==> config.mk <==
export PLATFORM = sky130hd
export DESIGN_NAME = uart_rx_bit_timer_flat
export DESIGN_NICKNAME = d
export VERILOG_FILES = /design/src/rtl/uart_rx_bit_timer_pkg.sv /design/src/rtl/uart_rx_bit_timer_if.sv /design/src/rtl/uart_rx_bit_timer.sv /design/src/flat_wrapper.sv
export SDC_FILE = /design/constraint.sdc
export NUM_CORES = 1
export LEC_CHECK = 0
export BUFFER_PORTS_ARGS = -buffer_cell sky130_fd_sc_hd__buf_2
export CAP_MARGIN = 5
export CORE_MARGIN = 1.5
export CORE_UTILIZATION = 62
export CTS_BUF_LIST = sky130_fd_sc_hd__clkbuf_4
export DETAILED_ROUTE_END_ITERATION = 8
export GPL_TIMING_DRIVEN = 0
export PLACE_DENSITY_LB_ADDON = 0.25
export SLEW_MARGIN = 5
export SYNTH_ARGS = -nofsm -noshare
export SYNTH_HDL_FRONTEND = slang
export SYNTH_SLANG_ARGS = --single-unit
==> constraint.sdc <==
create_clock -name CLK -period 5.1 [get_ports CLK]
set_input_delay 1.02 -clock CLK [delete_from_list [all_inputs] [get_ports CLK]]
set_output_delay 1.02 -clock CLK [all_outputs]
set_load 0.01 [all_outputs]
==> src/rtl/uart_rx_bit_timer_pkg.sv <==
// ---------------------------------------------------------------------------
// uart_rx_pkg
//   Shared definitions for the UART RX bit timer.
//   - state_t     : timer state encoding (IDLE / RUN / DONE)
//   - MIN_PRESC   : smallest oversampling ratio the timer will run at
//   - DEF_*       : configuration register values after reset
//   - frame_bits(): total bits in a frame (start + data + parity + stop)
// ---------------------------------------------------------------------------
package uart_rx_pkg;

    typedef enum logic [1:0] {
        ST_IDLE = 2'd0,
        ST_RUN  = 2'd1,
        ST_DONE = 2'd2
    } state_t;

    localparam int         MIN_PRESC = 4;
    localparam int         DEF_PRESC = 8;
    localparam logic [1:0] DEF_LEN   = 2'b11;   // 8 data bits
    localparam logic       DEF_PAR   = 1'b0;
    localparam logic       DEF_STOP2 = 1'b0;

    // start(1) + data(5..8) + parity(0/1) + stop(1/2): 7..12 bits
    function automatic logic [3:0] frame_bits(input logic [1:0] len,
                                              input logic       par,
                                              input logic       stop2);
        return 4'd7 + {2'b00, len} + {3'b000, par} + {3'b000, stop2};
    endfunction

endpackage

==> src/rtl/uart_rx_bit_timer_if.sv <==
// ---------------------------------------------------------------------------
// uart_rx_bit_timer_if
//   Control / timing bundle between the RX FSM (master) and the bit timer
//   (slave).
//   master -> slave : enable, restart, Prescale, data_len, par_en, stop2
//   slave -> master : edge_cnt, bit_cnt, sample_stb, sample_idx,
//                     bit_end, frame_end, busy
// ---------------------------------------------------------------------------
interface uart_rx_bit_timer_if #(
    parameter int PRESC_W = 6,
    parameter int EDGE_W  = 6,
    parameter int BIT_W   = 4
);
    logic               enable;
    logic               restart;
    logic [PRESC_W-1:0] Prescale;
    logic [1:0]         data_len;
    logic               par_en;
    logic               stop2;

    logic [EDGE_W-1:0]  edge_cnt;
    logic [BIT_W-1:0]   bit_cnt;
    logic               sample_stb;
    logic [1:0]         sample_idx;
    logic               bit_end;
    logic               frame_end;
    logic               busy;

    modport master (
        output enable, restart, Prescale, data_len, par_en, stop2,
        input  edge_cnt, bit_cnt, sample_stb, sample_idx, bit_end, frame_end, busy
    );

    modport slave (
        input  enable, restart, Prescale, data_len, par_en, stop2,
        output edge_cnt, bit_cnt, sample_stb, sample_idx, bit_end, frame_end, busy
    );
endinterface

==> src/rtl/uart_rx_bit_timer.sv <==
// ---------------------------------------------------------------------------
// uart_rx_bit_timer
//   Oversampling edge/bit timer for the UART RX path. Counts oversampling
//   edges within a bit and bits within a frame, and decodes three mid-bit
//   sample strobes plus bit-end / frame-end pulses. The frame format and
//   prescale are latched when a frame starts and stay fixed for that frame.
// Ports
//   CLK  : RX oversampling clock
//   RST  : asynchronous, active-low reset
//   bus  : slave side of uart_rx_bit_timer_if (controls in, timing out)
// ---------------------------------------------------------------------------
module uart_rx_bit_timer
    import uart_rx_pkg::*;
#(
    parameter int PRESC_W = 6,
    parameter int EDGE_W  = 6,
    parameter int BIT_W   = 4
) (
    input  logic                  CLK,
    input  logic                  RST,
    uart_rx_bit_timer_if.slave    bus
);

    localparam int CW = (EDGE_W > PRESC_W) ? EDGE_W : PRESC_W;

    state_t             r_state,    w_state_nxt;
    logic [EDGE_W-1:0]  r_edge_cnt, w_edge_nxt;
    logic [BIT_W-1:0]   r_bit_cnt,  w_bit_nxt;
    logic [PRESC_W-1:0] r_presc_q,  w_presc_nxt;
    logic [1:0]         r_len_q,    w_len_nxt;
    logic               r_par_q,    w_par_nxt;
    logic               r_stop2_q,  w_stop2_nxt;

    logic [PRESC_W-1:0] w_presc_in;
    logic [CW-1:0]      w_edge_x;
    logic [CW-1:0]      w_presc_m1;
    logic [CW-1:0]      w_mid;
    logic [CW-1:0]      w_lo;
    logic [CW-1:0]      w_hi;
    logic [BIT_W-1:0]   w_last_bit_idx;
    logic               w_run;
    logic               w_last_edge;
    logic               w_last_bit;
    logic               w_stb;

    // Prescale below the minimum is clamped up rather than rejected
    assign w_presc_in = (bus.Prescale < PRESC_W'(MIN_PRESC)) ? PRESC_W'(MIN_PRESC)
                                                             : bus.Prescale;

    assign w_run          = (r_state == ST_RUN);
    assign w_edge_x       = CW'(r_edge_cnt);
    assign w_presc_m1     = CW'(r_presc_q) - CW'(1);
    assign w_last_edge    = (w_edge_x == w_presc_m1);
    assign w_last_bit_idx = BIT_W'(frame_bits(r_len_q, r_par_q, r_stop2_q) - 4'd1);
    assign w_last_bit     = (r_bit_cnt == w_last_bit_idx);

    // presc_q >= 4 so mid >= 2: the sample window never underflows
    assign w_mid = CW'(r_presc_q >> 1);
    assign w_lo  = w_mid - CW'(1);
    assign w_hi  = w_mid + CW'(1);

    always_ff @(posedge CLK or negedge RST) begin
        if (!RST) begin
            r_state    <= ST_IDLE;
            r_edge_cnt <= '0;
            r_bit_cnt  <= '0;
            r_presc_q  <= PRESC_W'(DEF_PRESC);
            r_len_q    <= DEF_LEN;
            r_par_q    <= DEF_PAR;
            r_stop2_q  <= DEF_STOP2;
        end else begin
            r_state    <= w_state_nxt;
            r_edge_cnt <= w_edge_nxt;
            r_bit_cnt  <= w_bit_nxt;
            r_presc_q  <= w_presc_nxt;
            r_len_q    <= w_len_nxt;
            r_par_q    <= w_par_nxt;
            r_stop2_q  <= w_stop2_nxt;
        end
    end

    always_comb begin
        w_state_nxt = r_state;
        w_edge_nxt  = r_edge_cnt;
        w_bit_nxt   = r_bit_cnt;
        w_presc_nxt = r_presc_q;
        w_len_nxt   = r_len_q;
        w_par_nxt   = r_par_q;
        w_stop2_nxt = r_stop2_q;

        if (!bus.enable) begin
            w_state_nxt = ST_IDLE;
            w_edge_nxt  = '0;
            w_bit_nxt   = '0;
        end else if (r_state == ST_IDLE || bus.restart) begin
            // Frame start or re-sync: both re-latch the format
            w_state_nxt = ST_RUN;
            w_edge_nxt  = '0;
            w_bit_nxt   = '0;
            w_presc_nxt = w_presc_in;
            w_len_nxt   = bus.data_len;
            w_par_nxt   = bus.par_en;
            w_stop2_nxt = bus.stop2;
        end else if (r_state == ST_RUN) begin
            if (w_last_edge) begin
                w_edge_nxt = '0;
                if (w_last_bit) begin
                    w_bit_nxt   = '0;
                    w_state_nxt = ST_DONE;
                end else begin
                    w_bit_nxt = r_bit_cnt + BIT_W'(1);
                end
            end else begin
                w_edge_nxt = r_edge_cnt + EDGE_W'(1);
            end
        end else begin
            // DONE waits for enable to drop; counters stay at zero
            w_edge_nxt = '0;
            w_bit_nxt  = '0;
        end
    end

    assign w_stb = w_run && (w_edge_x >= w_lo) && (w_edge_x <= w_hi);

    assign bus.edge_cnt   = r_edge_cnt;
    assign bus.bit_cnt    = r_bit_cnt;
    assign bus.busy       = w_run;
    assign bus.bit_end    = w_run & w_last_edge;
    assign bus.frame_end  = w_run & w_last_edge & w_last_bit;
    assign bus.sample_stb = w_stb;
    assign bus.sample_idx = w_stb ? 2'(w_edge_x - w_lo) : 2'd0;

endmodule
==> src/flat_wrapper.sv <==
// flat-port wrapper written by rule: the top's interface ports become plain ports
module uart_rx_bit_timer_flat import uart_rx_pkg::*;
#(
    parameter int PRESC_W = 6,
    parameter int EDGE_W  = 6,
    parameter int BIT_W   = 4
)
  (CLK, RST, bus_enable, bus_restart, bus_Prescale, bus_data_len, bus_par_en, bus_stop2, bus_edge_cnt, bus_bit_cnt, bus_sample_stb, bus_sample_idx, bus_bit_end, bus_frame_end, bus_busy);
  uart_rx_bit_timer_if #(.PRESC_W(PRESC_W), .EDGE_W(EDGE_W), .BIT_W(BIT_W)) bus_i ();
  input  logic CLK;
  input  logic RST;
  input wire logic [$bits(bus_i.enable)-1:0] bus_enable;
  input wire logic [$bits(bus_i.restart)-1:0] bus_restart;
  input wire logic [$bits(bus_i.Prescale)-1:0] bus_Prescale;
  input wire logic [$bits(bus_i.data_len)-1:0] bus_data_len;
  input wire logic [$bits(bus_i.par_en)-1:0] bus_par_en;
  input wire logic [$bits(bus_i.stop2)-1:0] bus_stop2;
  output wire logic [$bits(bus_i.edge_cnt)-1:0] bus_edge_cnt;
  output wire logic [$bits(bus_i.bit_cnt)-1:0] bus_bit_cnt;
  output wire logic [$bits(bus_i.sample_stb)-1:0] bus_sample_stb;
  output wire logic [$bits(bus_i.sample_idx)-1:0] bus_sample_idx;
  output wire logic [$bits(bus_i.bit_end)-1:0] bus_bit_end;
  output wire logic [$bits(bus_i.frame_end)-1:0] bus_frame_end;
  output wire logic [$bits(bus_i.busy)-1:0] bus_busy;
  assign bus_i.enable = bus_enable;
  assign bus_i.restart = bus_restart;
  assign bus_i.Prescale = bus_Prescale;
  assign bus_i.data_len = bus_data_len;
  assign bus_i.par_en = bus_par_en;
  assign bus_i.stop2 = bus_stop2;
  assign bus_edge_cnt = bus_i.edge_cnt;
  assign bus_bit_cnt = bus_i.bit_cnt;
  assign bus_sample_stb = bus_i.sample_stb;
  assign bus_sample_idx = bus_i.sample_idx;
  assign bus_bit_end = bus_i.bit_end;
  assign bus_frame_end = bus_i.frame_end;
  assign bus_busy = bus_i.busy;
  uart_rx_bit_timer #(.PRESC_W(PRESC_W), .EDGE_W(EDGE_W), .BIT_W(BIT_W)) u_core (.CLK(CLK), .RST(RST), .bus(bus_i));
endmodule
# After elaboration in Yosys (flattened, before gate mapping)
# Cells that the tools add are included.
word_totals:
  latchBits: 0
  ram_bits: 0
  regBits: 22
  inputBits: 14
  rom_bits: 0
  mem_count: 0
  elab_cells: 51
  out_inout_bits: 16
op_classes:
  n_mul: 0
  muxes: 16
  div: 0
  shift: 0
  order_cmp: 3
  bitwise_logic: 2
  n_reduce_logical: 6
  eq_ne: 7
  addsub: 10
op_table:
  columns: ["cell", "n"]
  rows:
  - ["$mux 6", 5]
  - ["$mux 4", 5]
  - ["$mux 2", 6]
  - ["$ne 3x1->1 const B", 3]
  - ["$add 4x1->4", 2]
  - ["$add 5x1->6 const B", 1]
  - ["$add 6x1->6 const B", 1]
  - ["$eq 6x6->1", 1]
  - ["$ge 6x6->1", 1]
  - ["$le 6x6->1", 1]
  - ["$lt 6x3->1 const B", 1]
  - ["$sub 5x1->6 const B", 1]
  - ["$sub 6x1->6 const B", 1]
  - ["$add 3x2->4 const A", 1]
  - ["$add 4x1->4 const B", 1]
  - ["$eq 4x4->1", 1]
  - ["$ne 4x4->1 const B", 1]
  - ["$sub 4x1->4 const B", 1]
  - ["$reduce_and 3->1", 1]
  - ["$and 1x1->1", 2]
  - ["$eq 2x1->1 const B", 1]
  - ["$logic_and 1x1->1", 2]
  - ["$logic_not 2->1", 1]
  - ["$reduce_and 2->1", 1]
  - ["other kinds (2)", 2]

# Depth between registers and ports, before layout
depth:
  word_depth: 10
  depth_mapped: 9
  depth_no_buf: 9

# Least setup slack after synthesis
# Ideal clock, no wire load.
synth_timing:
  kind: "reg-to-output"
  from: "register u_core.r_len_q[0]"
  to: "output bus_frame_end"
  required_ns: 4.080
  path_slack_ns: 1.716
  n_path_buf: 0
  t_arrival_ns: 2.364
  stages_incl_launch_ff: 8
  cell_sequence: "dfstp_2 > inv_1 > fa_1 > ha_1 > or3b_2 > a211oi_2 > inv_1 > nor4_1"
synth_via:
  elab_chain_cells: 6
synth_rtl:
  columns: ["element", "line_no", "source"]
  rows:
  - ["from (decl)", "uart_rx_bit_timer.sv:30", "logic [1:0] r_len_q, w_len_nxt;"]
  - ["from (signal assigned)", "uart_rx_bit_timer.sv:76", "r_len_q <= w_len_nxt;"]
  - ["$add 3x2->4", "uart_rx_bit_timer_pkg.sv:27", "return 4'd7 + {2'b00, len} + {3'b000, par} + {3'b000, stop2};"]
  - ["$add 4x1->4 (2 in a row)", "uart_rx_bit_timer_pkg.sv:27", null]
  - ["$sub 4x1->4", "uart_rx_bit_timer.sv:54", "assign w_last_bit_idx = BIT_W'(frame_bits(r_len_q, r_par_q, r_stop2_q) - 4'd1);"]
  - ["$eq 4x4->1", "uart_rx_bit_timer.sv:55", "assign w_last_bit = (r_bit_cnt == w_last_bit_idx);"]
  - ["$and 1x1->1", "uart_rx_bit_timer.sv:129", "assign bus.frame_end = w_run & w_last_edge & w_last_bit;"]
  - ["to (decl)", "flat_wrapper.sv:23", "output wire logic [$bits(bus_i.frame_end)-1:0] bus_frame_end;"]
# Every way passes these cells.

# Final worst setup path
# Ends and elaborated chain as after synthesis.

==> run summary <==
Outcome: completed
Synth area leaders: dfrtp_1 (27%), ha_1 (13%), dfstp_2 (4.5%), mux2_2 (4.5%), xor2_1 (4.5%)
Initial DRC count: 67
Top-area cell type share of the netlist area: 27.4%
Layout cells sized above 1: 26.9%
Synth Area per Inst: 9.92 um^2
GP Congestion: 0.822
Area leader, netlist: dfrtp_1
Cells after Synth: 175
Root buffer cell: clkbuf_4
Core ar.: 2710 um^2
Met2 usage: 52.9%
Fraction of power spent switching nets: 34.8%
Distinct cells, synth: 48
DRC Markers: 0
Max_slew headroom: 54.9%
Post-synthesis sequential area ratio: 31.9%
Final Hold Viols: 0
Crit-path max FO: 6
Total die area: 3130 um^2
Number of fill cells: 211
Number of synthesized flops with an enable pin: 0
# clock sinks: 22
Post-Syn Area: 1740 um^2
Vias/cell: 5.99
Post-CTS Setup Inserts: 0
Initial core utilization: 64.0%
Synth Area in Compound Gates: 15.8%
Initial DRT Pass Iterations: 4
Detailed placer's ending HPWL: 3.02 mm
Vias in the first global route: 1521
Port Buf Inserts: 29
Worst-Margin Slew: 677 ps
Met3 Usage GRT: 2.33%
Final setup TNS: 0 ps
Unrepaired setup endpoints after global routing: false
Tmin final: 3920 ps
Post-synthesis mux area share: 4.54%
Area delta synth->final: 12.3%
Clock slew seen by the registers of the worst setup and hold paths: 120 ps
CTS buffer count: 3
Routed Antenna Nets: 0
Initial antenna violation count: 0
Vias after detailed routing: 1432
Wire length per cell: 16.6 um
Die width: 55.9 um
Post-route clock period utilization: 76.9%
Setup Skew: 13.3 ps
Max-slew violation count: 0
Largest net degree at the start of global routing: 23
Met1 Usage GRT: 32.0%
Launch point of the worst reg-to-reg path: u_core.r_len_q[0]$_DFFE_PN1P_
Pleak: 0.948 nW
Post-synth top flop: dfrtp_1
GR Util All Layers: 28.0%
CTS H-tree depth: 1
Fmax: 255 MHz
Simple-gate share of the synthesized area: 16.7%
Clock latency on the worst-skew pair: 320 ps
CTS tree: built
Peak VDD IR: 0.000185 V
Type of origin of the critical path: register
Combinational Power Share: 36.0%
Setup WS post-layout: 1180 ps
Ports: 30
Finish-stage setup viols: 0
Post-synthesis net count: 209
Register share of total power: 43.9%
Clock Power Share: 20.2%
Hold WC Path Type: register to register
P_sw: 158 uW
Die H: 55.9 um
Synth Area in XOR/XNOR: 10.5%
Setup slack after placement: 1540 ps
PwrDens: 233 nW/um^2
N_diodes: 0
Final #Nets: 243
Synth warn: 0
Gr busiest metal: met2
Critical setup path kind: register to output pin
Critical path capture point type: output pin
Worst Setup SP: u_core.r_len_q[0]$_DFFE_PN1P_
Worst EP required: 4080 ps
P_int: 296 uW
Top cells by count, synth: dfrtp_1 (19), ha_1 (18), inv_1 (14)
Critical Path AT: 2900 ps
Hold path startpoint: u_core.r_par_q$_DFFE_PN0P_
Final WL: 3.98 mm
Flops & latches, synth: 22
Post-cts gate resize count: 0
MaxCap Viol Count: 0
Global-route wire length before repair: 6.83 mm
Area share of fa/ha/maj cells after synthesis: 15.3%
FP Rows: 19
Post-synth ARST share: 100%
Leading cell type by number of instances after synthesis: dfrtp_1
Gr ovfl total: 0
Combinational family with the most area after synthesis: simple AND/OR/NAND/NOR gates
Clk buf depth: 2
Hold Buf Count CTS: 0
-- final cells by class --
type	instances	area (um^2)	share of cell area (%)
Multi-Input combinational cell	134	1090	55.9
Sequential cell	22	554	28.4
Timing Repair Buffer	29	145	7.45
Inverter	14	52.6	2.70
Buffer	5	38.8	1.99
Tap cell	31	38.8	1.99
Clock buffer	4	30.0	1.54
-- metrics by stage --
| step | area (um^2) | total power [mW] | hold slack (ps) | instances | util, % |
|---|---|---|---|---|---|
| 2_1_floorplan | 1740 | 0.322 | 479 | 175 | - |
| 3_3_place_gp | 1920 | 0.352 | 489 | 235 | 70.8 |
| 3_5_place_dp | 1920 | 0.363 | 503 | 235 | 70.8 |
| 4_1_cts | 1950 | 0.457 | 531 | 239 | 71.9 |
| 5_1_grt | 1950 | 0.481 | 555 | 239 | 71.9 |
| 6_report | 1950 | 0.454 | 532 | 239 | 71.9 |
-- flip-flops by register name (all words and copies together) (netlist names) --
register             flops
u_core.r_len_q           2
u_core.r_par_q           1
u_core.bus.edge_cnt      6
u_core.bus.bit_cnt       4
u_core.r_stop2_q         1
u_core.r_presc_q         6
u_core.r_state           2
-- logic make-up after synthesis --
logic type | after synthesis
buffers and inverters | 19
adder cells (fa/ha/maj) | 20
multiplexers | 7
flip-flops | 22
XOR/XNOR | 19
AND/OR/NAND/NOR | 53
AO/OA/AOI/OAI | 35
-- layout by cell type, fill, tap and decap left out, types with 8 or more instances in the layout --
| cell | synthesis | routed |
|---|---|---|
| ha_1 | 18 | 18 |
| dfrtp_1 | 19 | 19 |
| a21oi_1 | 8 | 8 |
| nor3_1 | 8 | 8 |
| nor2_1 | 9 | 9 |
| buf_2 | 1 | 30 |
| inv_1 | 14 | 14 |
| nand2_1 | 8 | 8 |
| xnor2_1 | 8 | 8 |
| xor2_1 | 9 | 9 |
-- path summary, 6_finish.rpt --
path / to / slack [ps] / depth (start not counted)
setup / recovery: bus_frame_end / 1180 / 8
hold / removal: u_core.r_par_q$_DFFE_PN0P_ / 530 / 1
min in group asynchronous: u_core.bus.edge_cnt[3]$_DFF_PN0_ / 650 / 1
setup reg to reg: u_core.bus.bit_cnt[3]$_DFFE_PN0P_ / 2470 / 8
hold reg to reg: u_core.r_par_q$_DFFE_PN0P_ / 530 / 1
max in group asynchronous: u_core.r_len_q[1]$_DFFE_PN1P_ / 4060 / 1
-- power groups by stage --
stage	clock network, mW	logic, mW	registers [mW]
floorplan	0	0.123	0.199
global placement	0	0.151	0.201
detailed placement	0	0.161	0.202
CTS	0.0947	0.163	0.199
global route	0.101	0.180	0.201
finish	0.0914	0.163	0.199
-- critical path, stage by stage, from the launching register on --
cell and delay [ps]:
dfstp_2 550, inv_1 50, fa_1 350, ha_1 200, or3b_2 460, a211oi_2 460, inv_1 170, nor4_1 180
buf_2 170
-- metal layers --
layer  vias up  part of all wire [%]
met5         -                     0
met4         0                   1.4
met3         4                   3.2
met2        38                    55
met1       695                    41
li1        695                     -
Power figures use the tool's default switching activity.
